File: src/rtl/spell_mem_pkg.sv
// Shared types and constants for the SPELL two-region memory.
// The optional wait-state feature is enabled by SPELL_MEM_WAIT_EN.
package spell_mem_pkg;

    typedef enum logic [1:0] {
        CLEAR = 2'd0,
        IDLE  = 2'd1,
        WAIT  = 2'd2,
        DONE  = 2'd3
    } state_t;

    localparam int DEF_CODE_DEPTH  = 32;
    localparam int DEF_DATA_DEPTH  = 8;
    localparam int DEF_ADDR_W      = 8;
    localparam int DEF_DATA_W      = 8;
    localparam int DEF_WAIT_CYCLES = 3;

    localparam logic REGION_CODE = 1'b0;
    localparam logic REGION_DATA = 1'b1;

    function automatic int max_depth(input int a, input int b);
        return (a > b) ? a : b;
    endfunction

endpackage

File: src/rtl/spell_mem_bank.sv
// Single-port word array with combinational read, write enable and a
// clear port used by the post-reset zeroing sequence.
module spell_mem_bank #(
    parameter int DEPTH  = 8,
    parameter int DATA_W = 8,
    parameter int ADDR_W = 8
) (
    input  logic              clock,
    input  logic              write_en,
    input  logic              clear_en,
    input  logic [ADDR_W-1:0] clear_idx,
    input  logic [ADDR_W-1:0] addr,
    input  logic [DATA_W-1:0] data_in,
    output logic [DATA_W-1:0] read_data,
    output logic              in_range
);

    localparam int IDX_W = (DEPTH > 1) ? $clog2(DEPTH) : 1;
    localparam int AW1   = ADDR_W + 1;
    // One extra bit so a depth of exactly 2**ADDR_W is representable.
    localparam logic [ADDR_W:0] DEPTH_V = AW1'(DEPTH);

    logic [DATA_W-1:0] mem [0:(2**IDX_W)-1];
    logic              clear_hit;

    assign in_range  = ({1'b0, addr} < DEPTH_V);
    assign clear_hit = clear_en && ({1'b0, clear_idx} < DEPTH_V);

    always_ff @(posedge clock) begin
        if (clear_hit)
            mem[clear_idx[IDX_W-1:0]] <= '0;
        else if (write_en && in_range)
            mem[addr[IDX_W-1:0]] <= data_in;
    end

    assign read_data = in_range ? mem[addr[IDX_W-1:0]] : '0;

endmodule

File: src/rtl/spell_mem_regions.sv
// Two-region (code/data) memory with post-reset clear and select/ready handshake.
// Define SPELL_MEM_WAIT_EN to insert WAIT_CYCLES wait states per access.
module spell_mem_regions
    import spell_mem_pkg::*;
#(
    parameter int CODE_DEPTH  = DEF_CODE_DEPTH,
    parameter int DATA_DEPTH  = DEF_DATA_DEPTH,
    parameter int ADDR_W      = DEF_ADDR_W,
    parameter int DATA_W      = DEF_DATA_W,
    parameter int WAIT_CYCLES = DEF_WAIT_CYCLES
) (
    input  logic              clock,
    input  logic              reset,
    input  logic              select,
    input  logic [ADDR_W-1:0] addr,
    input  logic [DATA_W-1:0] data_in,
    input  logic              memory_type_data,
    input  logic              write,
    output logic [DATA_W-1:0] data_out,
    output logic              data_ready,
    output logic              addr_error,
    output logic              busy
);

    localparam int CLEAR_COUNT = max_depth(CODE_DEPTH, DATA_DEPTH);
    localparam logic [ADDR_W-1:0] CLEAR_LAST = ADDR_W'(CLEAR_COUNT - 1);

`ifdef SPELL_MEM_WAIT_EN
    localparam bit WAIT_ON = (WAIT_CYCLES != 0);
    logic [3:0] wait_cnt;
`else
    // WAIT_CYCLES has no effect without the wait-state build option.
    localparam bit WAIT_ON = 1'b0 && (WAIT_CYCLES != 0);
`endif

    state_t            state;
    state_t            next_state;
    logic [ADDR_W-1:0] clear_idx;
    logic              access;
    logic              clear_en;
    logic              code_we;
    logic              data_we;
    logic              code_in_range;
    logic              data_in_range;
    logic              sel_in_range;
    logic [DATA_W-1:0] code_rdata;
    logic [DATA_W-1:0] data_rdata;
    logic [DATA_W-1:0] sel_rdata;

    always_ff @(posedge clock) begin
        if (reset)
            state <= CLEAR;
        else
            state <= next_state;
    end

    always_comb begin
        next_state = state;
        access     = 1'b0;
        case (state)
            CLEAR: if (clear_idx == CLEAR_LAST) next_state = IDLE;
            IDLE: begin
                if (select) begin
                    next_state = WAIT_ON ? WAIT : DONE;
                    access     = !WAIT_ON;
                end
            end
            WAIT: begin
`ifdef SPELL_MEM_WAIT_EN
                if (!select)
                    next_state = IDLE;
                else if (wait_cnt == 4'd1) begin
                    next_state = DONE;
                    access     = 1'b1;
                end
`else
                next_state = IDLE;
`endif
            end
            DONE: if (!select) next_state = IDLE;
            default: next_state = CLEAR;
        endcase
        // A write racing a reset is dropped.
        if (reset) access = 1'b0;
    end

    always_comb begin
        busy         = (state == CLEAR);
        data_ready   = (state == DONE);
        clear_en     = (state == CLEAR);
        code_we      = access && write && (memory_type_data == REGION_CODE);
        data_we      = access && write && (memory_type_data == REGION_DATA);
        sel_in_range = (memory_type_data == REGION_DATA) ? data_in_range : code_in_range;
        sel_rdata    = (memory_type_data == REGION_DATA) ? data_rdata : code_rdata;
    end

    always_ff @(posedge clock) begin
        if (reset)
            clear_idx <= '0;
        else if (state == CLEAR)
            clear_idx <= clear_idx + ADDR_W'(1);
    end

`ifdef SPELL_MEM_WAIT_EN
    always_ff @(posedge clock) begin
        if (reset)
            wait_cnt <= '0;
        else if (state == IDLE && select)
            wait_cnt <= 4'(WAIT_CYCLES);
        else if (state == WAIT)
            wait_cnt <= wait_cnt - 4'd1;
    end
`endif

    always_ff @(posedge clock) begin
        if (reset) begin
            data_out   <= '0;
            addr_error <= 1'b0;
        end else if (access) begin
            addr_error <= !sel_in_range;
            if (!write)
                data_out <= sel_rdata;
        end else if (state == DONE && !select) begin
            addr_error <= 1'b0;
        end
    end

    spell_mem_bank #(
        .DEPTH (CODE_DEPTH),
        .DATA_W(DATA_W),
        .ADDR_W(ADDR_W)
    ) code_bank (
        .clock    (clock),
        .write_en (code_we),
        .clear_en (clear_en),
        .clear_idx(clear_idx),
        .addr     (addr),
        .data_in  (data_in),
        .read_data(code_rdata),
        .in_range (code_in_range)
    );

    spell_mem_bank #(
        .DEPTH (DATA_DEPTH),
        .DATA_W(DATA_W),
        .ADDR_W(ADDR_W)
    ) data_bank (
        .clock    (clock),
        .write_en (data_we),
        .clear_en (clear_en),
        .clear_idx(clear_idx),
        .addr     (addr),
        .data_in  (data_in),
        .read_data(data_rdata),
        .in_range (data_in_range)
    );

endmodule

File: config.mk
export PLATFORM = sky130hd
export DESIGN_NAME = spell_mem_regions
export DESIGN_NICKNAME = d
export VERILOG_FILES = /design/src/rtl/spell_mem_pkg.sv /design/src/rtl/spell_mem_bank.sv /design/src/rtl/spell_mem_regions.sv
export SDC_FILE = /design/constraint.sdc
export NUM_CORES = 1
export LEC_CHECK = 0
export ABC_AREA = 1
export CORE_ASPECT_RATIO = 2
export CORE_MARGIN = 1.5
export CORE_UTILIZATION = 40
export DETAILED_ROUTE_END_ITERATION = 16
export HOLD_SLACK_MARGIN = 0.1
export REMOVE_ABC_BUFFERS = 1
export SYNTH_ARGS = -nofsm -noshare
export SYNTH_HDL_FRONTEND = slang
export SYNTH_SLANG_ARGS = --single-unit
File: constraint.sdc
create_clock -name clock -period 2.8 [get_ports clock]
set_clock_uncertainty 0.1 [all_clocks]
set_input_delay 0.42 -clock clock [delete_from_list [all_inputs] [get_ports clock]]
set_output_delay 0.42 -clock clock [all_outputs]
set_load 0.005 [all_outputs]
Word level (Yosys, flattened, before mapping)
Memories as Yosys holds them, arrays and structs flattened.
Cells that the tools add are included.
{ "op_classes": {"add_sub_neg": 1, "n_lt_le_gt_ge": 4, "eq_ne": 7, "muxes": 29, "bitwise_logic": 2, "n_reduce_logical": 16} }
{ "op_table": {"columns": ["op", "count"], "rows": [
  ["two-way mux 8 bit", 5],
  ["two-way mux 1 bit", 18],
  ["< comparator 8 x 4 -> 1 bit, second input constant", 2],
  ["< comparator 8 x 6 -> 1 bit, second input constant", 2],
  ["OR reduction 8 bit", 2],
  ["adder 8 x 1 -> 8 bit, second input constant", 1],
  ["equality test 8 x 5 -> 1 bit, second input constant", 1],
  ["logical AND 1 bit", 8],
  ["case mux 2 bit (4 select lines)", 1],
  ["two-way mux 2 bit", 3],
  ["!= test 2 bit, second input constant", 3],
  ["two-way mux 5 bit", 1],
  ["equality test 2 bit, second input constant", 2],
  ["two-way mux 3 bit", 1],
  ["AND reduction 3 bit", 1],
  ["equality test 2 x 1 -> 1 bit, second input constant", 1],
  ["zero test 1 bit", 2],
  ["zero test 2 bit", 1],
  ["NOT 1 bit", 2],
  ["AND reduction 2 bit", 1],
  ["nonzero test 2 bit", 1]
]} }
{ "totals": {"reg_bits": 19, "mem_bits_rw": 320, "input_bits": 21, "output_inout_bits": 11, "elab_cells": 65, "mem_count": 2} }
{ "memory_table": {"columns": ["name", "words", "word_bits", "read_ports", "rd_ports_with_merged_regs", "write_ports", "line", "text"], "rows": [
  ["code_bank.mem", 32, 8, 1, 0, 1, "spell_mem_bank.sv:23", "logic [DATA_W-1:0] mem [0:(2**IDX_W)-1];"],
  ["data_bank.mem", 8, 8, 1, 0, 1, "spell_mem_bank.sv:23", null]
]} }

Depth between registers and ports, before layout
{ "logic_depth": {"word_depth": 11, "mapped_depth": 13, "ltp_nobuf": 11} }

By module
A second synthesis with hierarchy kept.
{ "unflattened": {"hier_cells": 1390, "hier_area_um2": 14590.2} }
{ "modules_own_cells": {"columns": ["mod", "n_inst", "cells_per_inst", "area_each_um2", "seq_area_each_um2"], "rows": [
  ["spell_mem_bank at code_bank", 1, 968, 10746.6, 7687.4],
  ["spell_mem_bank at data_bank", 1, 265, 2842.7, 1921.8],
  ["spell_mem_regions", 1, 157, 1001.0, 380.4]
]} }

Least setup slack after synthesis
Ideal clock, no wire load.
{ "synth_timing": {"path_type": "input -> register", "start": "in addr[3]", "end": "mem data_bank.mem[0][0] (enable)", "setup_ns": 0.370, "arrival_time_ns": 2.036, "t_required_ns": 2.330, "setup_slack_ns": 0.293, "path_stages": 9, "n_path_buf": 2, "cell_sequence": "buf_2 > nor2_1 > nand4_1 > inv_1 > nand2_1 > buf_4 > o21ai_0 > nand2_1 > nor2_1"} }
{ "synth_via": {"elab_chain_len": 7, "elab_cells_between_ends": 8, "classes_between": "order compare: 1; mux: 5; reduce/logical: 2"} }
{ "synth_lines": {"columns": ["item", "line", "text"], "rows": [
  ["from (decl)", "spell_mem_regions.sv:15", "input logic [ADDR_W-1:0] addr,"],
  ["< comparator 8 x 4 -> 1 bit (*)", "spell_mem_bank.sv:26", "assign in_range = ({1'b0, addr} < DEPTH_V);"],
  ["logical AND 1 bit (*)", "spell_mem_bank.sv:32", "else if (write_en && in_range)"],
  ["two-way mux 1 bit (*)", "spell_mem_bank.sv:32", null],
  ["two-way mux 1 bit (*)", "spell_mem_bank.sv:30", "if (clear_hit)"],
  ["two-way mux 1 bit (not written as such) (*)", "spell_mem_bank.sv:33", "mem[addr[IDX_W-1:0]] <= data_in;"],
  ["OR reduction 8 bit (no line)", null, null],
  ["two-way mux 3 bit (no line) / two-way mux 1 bit (equally long branches)", null, null],
  ["to (decl)", "spell_mem_bank.sv:23", null]
]} }
Mark *: on every way between the ends. The rest lies on a longest branch, timed or not.

Final worst setup path
{ "layout_timing": {"start": "reg state[0]", "end": "mem code_bank.mem[17][3] (enable)"} }
{ "layout_via": {"elab_chain_len": 11, "elab_cells_between_ends": 16, "classes_between": "eq/ne: 1; mux: 9; reduce/logical: 6"} }
{ "layout_lines": {"columns": ["item", "line", "text"], "rows": [
  ["from (decl)", "spell_mem_regions.sv:36", "state_t state;"],
  ["from (signal assigned)", "spell_mem_regions.sv:54", "state <= next_state;"],
  ["equality test 2 x 1 -> 1 bit", "spell_mem_regions.sv:60", "case (state)"],
  ["two-way mux 1 bit", "spell_mem_regions.sv:60", null],
  ["two-way mux 1 bit", "spell_mem_regions.sv:84", "if (reset) access = 1'b0;"],
  ["logical AND 1 bit (2 in a row)", "spell_mem_regions.sv:91", "code_we = access && write && (memory_type_data == REGION_CODE);"],
  ["logical AND 1 bit", "spell_mem_bank.sv:32", null],
  ["two-way mux 1 bit", "spell_mem_bank.sv:32", null],
  ["two-way mux 1 bit", "spell_mem_bank.sv:30", null],
  ["two-way mux 1 bit (not written as such)", "spell_mem_bank.sv:33", null],
  ["OR reduction 8 bit (no line)", null, null],
  ["two-way mux 5 bit (no line) / two-way mux 1 bit (equally long branches)", null, null],
  ["to (decl)", "spell_mem_bank.sv:23", null]
]} }
Parallel ways exist; a longest one is shown, timed or not.

==> results.sh <==
export IMPL_dr_total_vias=9659
export IMPL_syn_inst=1318
export IMPL_wl_per_cell_um=20.3
export IMPL_cts_tree="yes"
export IMPL_post_dp_hpwl_um=25400
export IMPL_yosysMostFrequentCell="nand2_1"
export IMPL_p_leak_nw=6.60
export IMPL_area_delta_synth_final_pct=17.0
export IMPL_clock_path_buffers=3
export IMPL_fin_crit_sh=0.859
export IMPL_globalplace_congestion=0.886
export IMPL_start_util=0.405
export IMPL_pre_cts_slack_ns=-0.171
export IMPL_end_kind="flip-flop"
export IMPL_post_cts_setup_buffer_count=0
export IMPL_maxCapViolCount=0
export IMPL_setup_viol=0
export IMPL_drt_pass1_iter_count=5
export IMPL_tightest_slew_ns=0.530
export IMPL_yosys_warnings=0
export IMPL_tns_ns=0
export IMPL_drive_above_1_share=0.107
export IMPL_power_density_nw_per_um2=619
export IMPL_ctsResizeCount=0
export IMPL_crit_type="flip-flop to flip-flop"
export IMPL_grt_overflow=0
export IMPL_ys_seq_elements=339
export IMPL_track_usage=0.212
export IMPL_grt_pass1_vias=9899
export IMPL_max_slew_margin_rel=0.645
export IMPL_ys_seq_area_frac=0.705
export IMPL_synth_top_flop_cell="edfxtp_1"
export IMPL_crit_fanout=12
export IMPL_rsz0062_at_grt="false"
export IMPL_yosysTopAreaCellShare=0.679
export IMPL_finish_utilization=0.474
export IMPL_min_path_type="input pin to flip-flop"
export IMPL_netlist_top_cells_area="edfxtp_1 68%, nand2_1 11%, nand3_1 7.7%, nor2_1 2.8%, dfxtp_1 2.7%"
export IMPL_synth_commonest_cells="411 x nand2_1, 320 x edfxtp_1, 218 x nand3_1"
export IMPL_grt_pass1_wl_um=55900
export IMPL_cts_root_buffer="clkbuf_16"
export IMPL_numCtsBuffers=27
export IMPL_antenna_cells=0
export IMPL_hold_buffers=0
export IMPL_final_min_clock_period_ns=2.41
export IMPL_ys_types=28
export IMPL_dieArea_sq_um=36600
export IMPL_h_tree_depth=1
export IMPL_async_flop_share=0
export IMPL_drtIter0Drc=628
export IMPL_clk_pin_slew_ns=0.07
export IMPL_synth_edf_count=320
export IMPL_die_h_um=269
export IMPL_fp_dieW_um=136
export IMPL_ir_worst_vdd_uv=596
export IMPL_syn_area_per_cell_sq_um=10.7
export IMPL_clock_latency_ns=0.57
export IMPL_required_ns=2.97
export IMPL_portBuffers=31
export IMPL_critPathLaunchType="flip-flop"
export IMPL_wirelength_um=37800
export IMPL_core_sq_um=35000
export IMPL_finalHoldViolCount=0
export IMPL_antenna_left=0
export IMPL_fmax_mhz=416
export IMPL_fillers=3277
export IMPL_syn_area_sq_um=14200
export IMPL_fin_ws_ns=0.394
export IMPL_ioPinCount=32
export IMPL_drc_errors=0
export IMPL_antenna_found_initial=0
export IMPL_drv_slew=0
export IMPL_worst_endpoint_arrival_ns=2.58
export IMPL_nets=1421
export IMPL_numClockSinks=339
export IMPL_placementRows=97
export IMPL_status="complete, no violations"
export IMPL_viasPerCell=5.18
export IMPL_synth_area_leader_cell="edfxtp_1"
export IMPL_grt_max_degree=106
[final cells by class]
| class | instances | area [sq um] | share of cell area |
|---|---|---|---|
| flip-flops and latches | 339 | 9990 | 0.603 |
| inverters | 76 | 288 | 0.0174 |
| well taps | 445 | 557 | 0.0336 |
| repair buffers | 122 | 1170 | 0.0706 |
| clock buffers | 29 | 683 | 0.0412 |
| clock inverters | 20 | 256 | 0.0155 |
| multi-input cells | 833 | 3620 | 0.219 |
[logic make-up after synthesis]
group           Yosys count  share of synthesized area
compound gates           82                     0.0302
fa+ha+maj                 1                   0.000883
buf+inv                 146                     0.0402
flops                   339                      0.705
simple gates            750                      0.223
[worst max-delay path, stage by stage (launching register included)]
cell	delay (ns)
dfxtp_1	0.35
nand2_1	0.06
nor2_1	0.11
nand2_1	0.12
nor2_1	0.23
nand2_4	0.14
o21ai_1	0.25
inv_1	0.09
nor2_1	0.13
nand2_1	0.18
nor2_1	0.16
buf_4	0.19
[stage by stage]
step                area, sq um  hold WS, ns  std cells  total power (W)
global route              16600        0.360       1864           0.0105
finish                    16600        0.332       1864           0.0103
floorplan                 13900        0.334       1248          0.00597
global placement          15600        0.353       1815          0.00630
detailed placement        15600        0.363       1815          0.00631
CTS                       16600        0.312       1864           0.0103
[sequential cells by signal, indices dropped and copies added, names as in the netlist]
register / cells
clear_idx: 8
state: 2
addr_error: 1
data_out: 8
data_bank.mem: 64
code_bank.mem: 256
[report_power, final]
| part | total, W | internal, W | switching [W] |
|---|---|---|---|
| logic | 0.000621 | 0.000202 | 0.000419 |
| clock network | 0.00405 | 0.00232 | 0.00173 |
| registers | 0.00558 | 0.00555 | 0.0000232 |
[metal layers]
| metal | part of all wire | up-vias | wire [um] | global-route usage |
|---|---|---|---|---|
| met5 | 0 | - | 0 | 0 |
| met4 | 0.057 | 0 | 2170 | 0.124 |
| met3 | 0.041 | 122 | 1540 | 0.0156 |
| met2 | 0.56 | 283 | 21200 | 0.419 |
| met1 | 0.34 | 4601 | 12900 | 0.210 |
| li1 | - | 4653 | - | - |
[cell usage in the layout, fill, tap and decap left out]
master	n
o21ai_1	9
nor2_1	96
clkdlybuf4s50_1	28
o41ai_1	1
o31ai_1	1
nor4_4	1
or2_2	1
clkbuf_1	2
buf_4	77
inv_6	1
o211ai_1	3
buf_2	2
clkinv_1	7
and3_1	1
o21ai_0	46
nor3b_1	1
edfxtp_1	320
inv_2	1
a21oi_1	21
dfxtp_1	19
inv_4	1
clkbuf_16	27
o21ai_2	1
buf_12	15
nand2_4	1
inv_1	74
nor3_1	5
nand3_1	218
nand2_1	411
nor2_2	8
bufinv_16	6
nand4_1	3
nand3_2	4
clkinv_4	3
ha_1	1
clkinv_2	3
[worst paths after layout]
| path | startpoint | to | slack (ns) | cells past startpoint |
|---|---|---|---|---|
| hold / removal | select | state[1] | 0.33 | 3 |
| setup / recovery | state[0] | code_bank.mem[17][3] | 0.39 | 11 |
| hold reg to reg | clear_idx[7] | clear_idx[7] | 0.37 | 2 |
| setup reg to reg | state[0] | code_bank.mem[17][3] | 0.39 | 11 |
No activity file was read; power rests on OpenSTA's default activity.
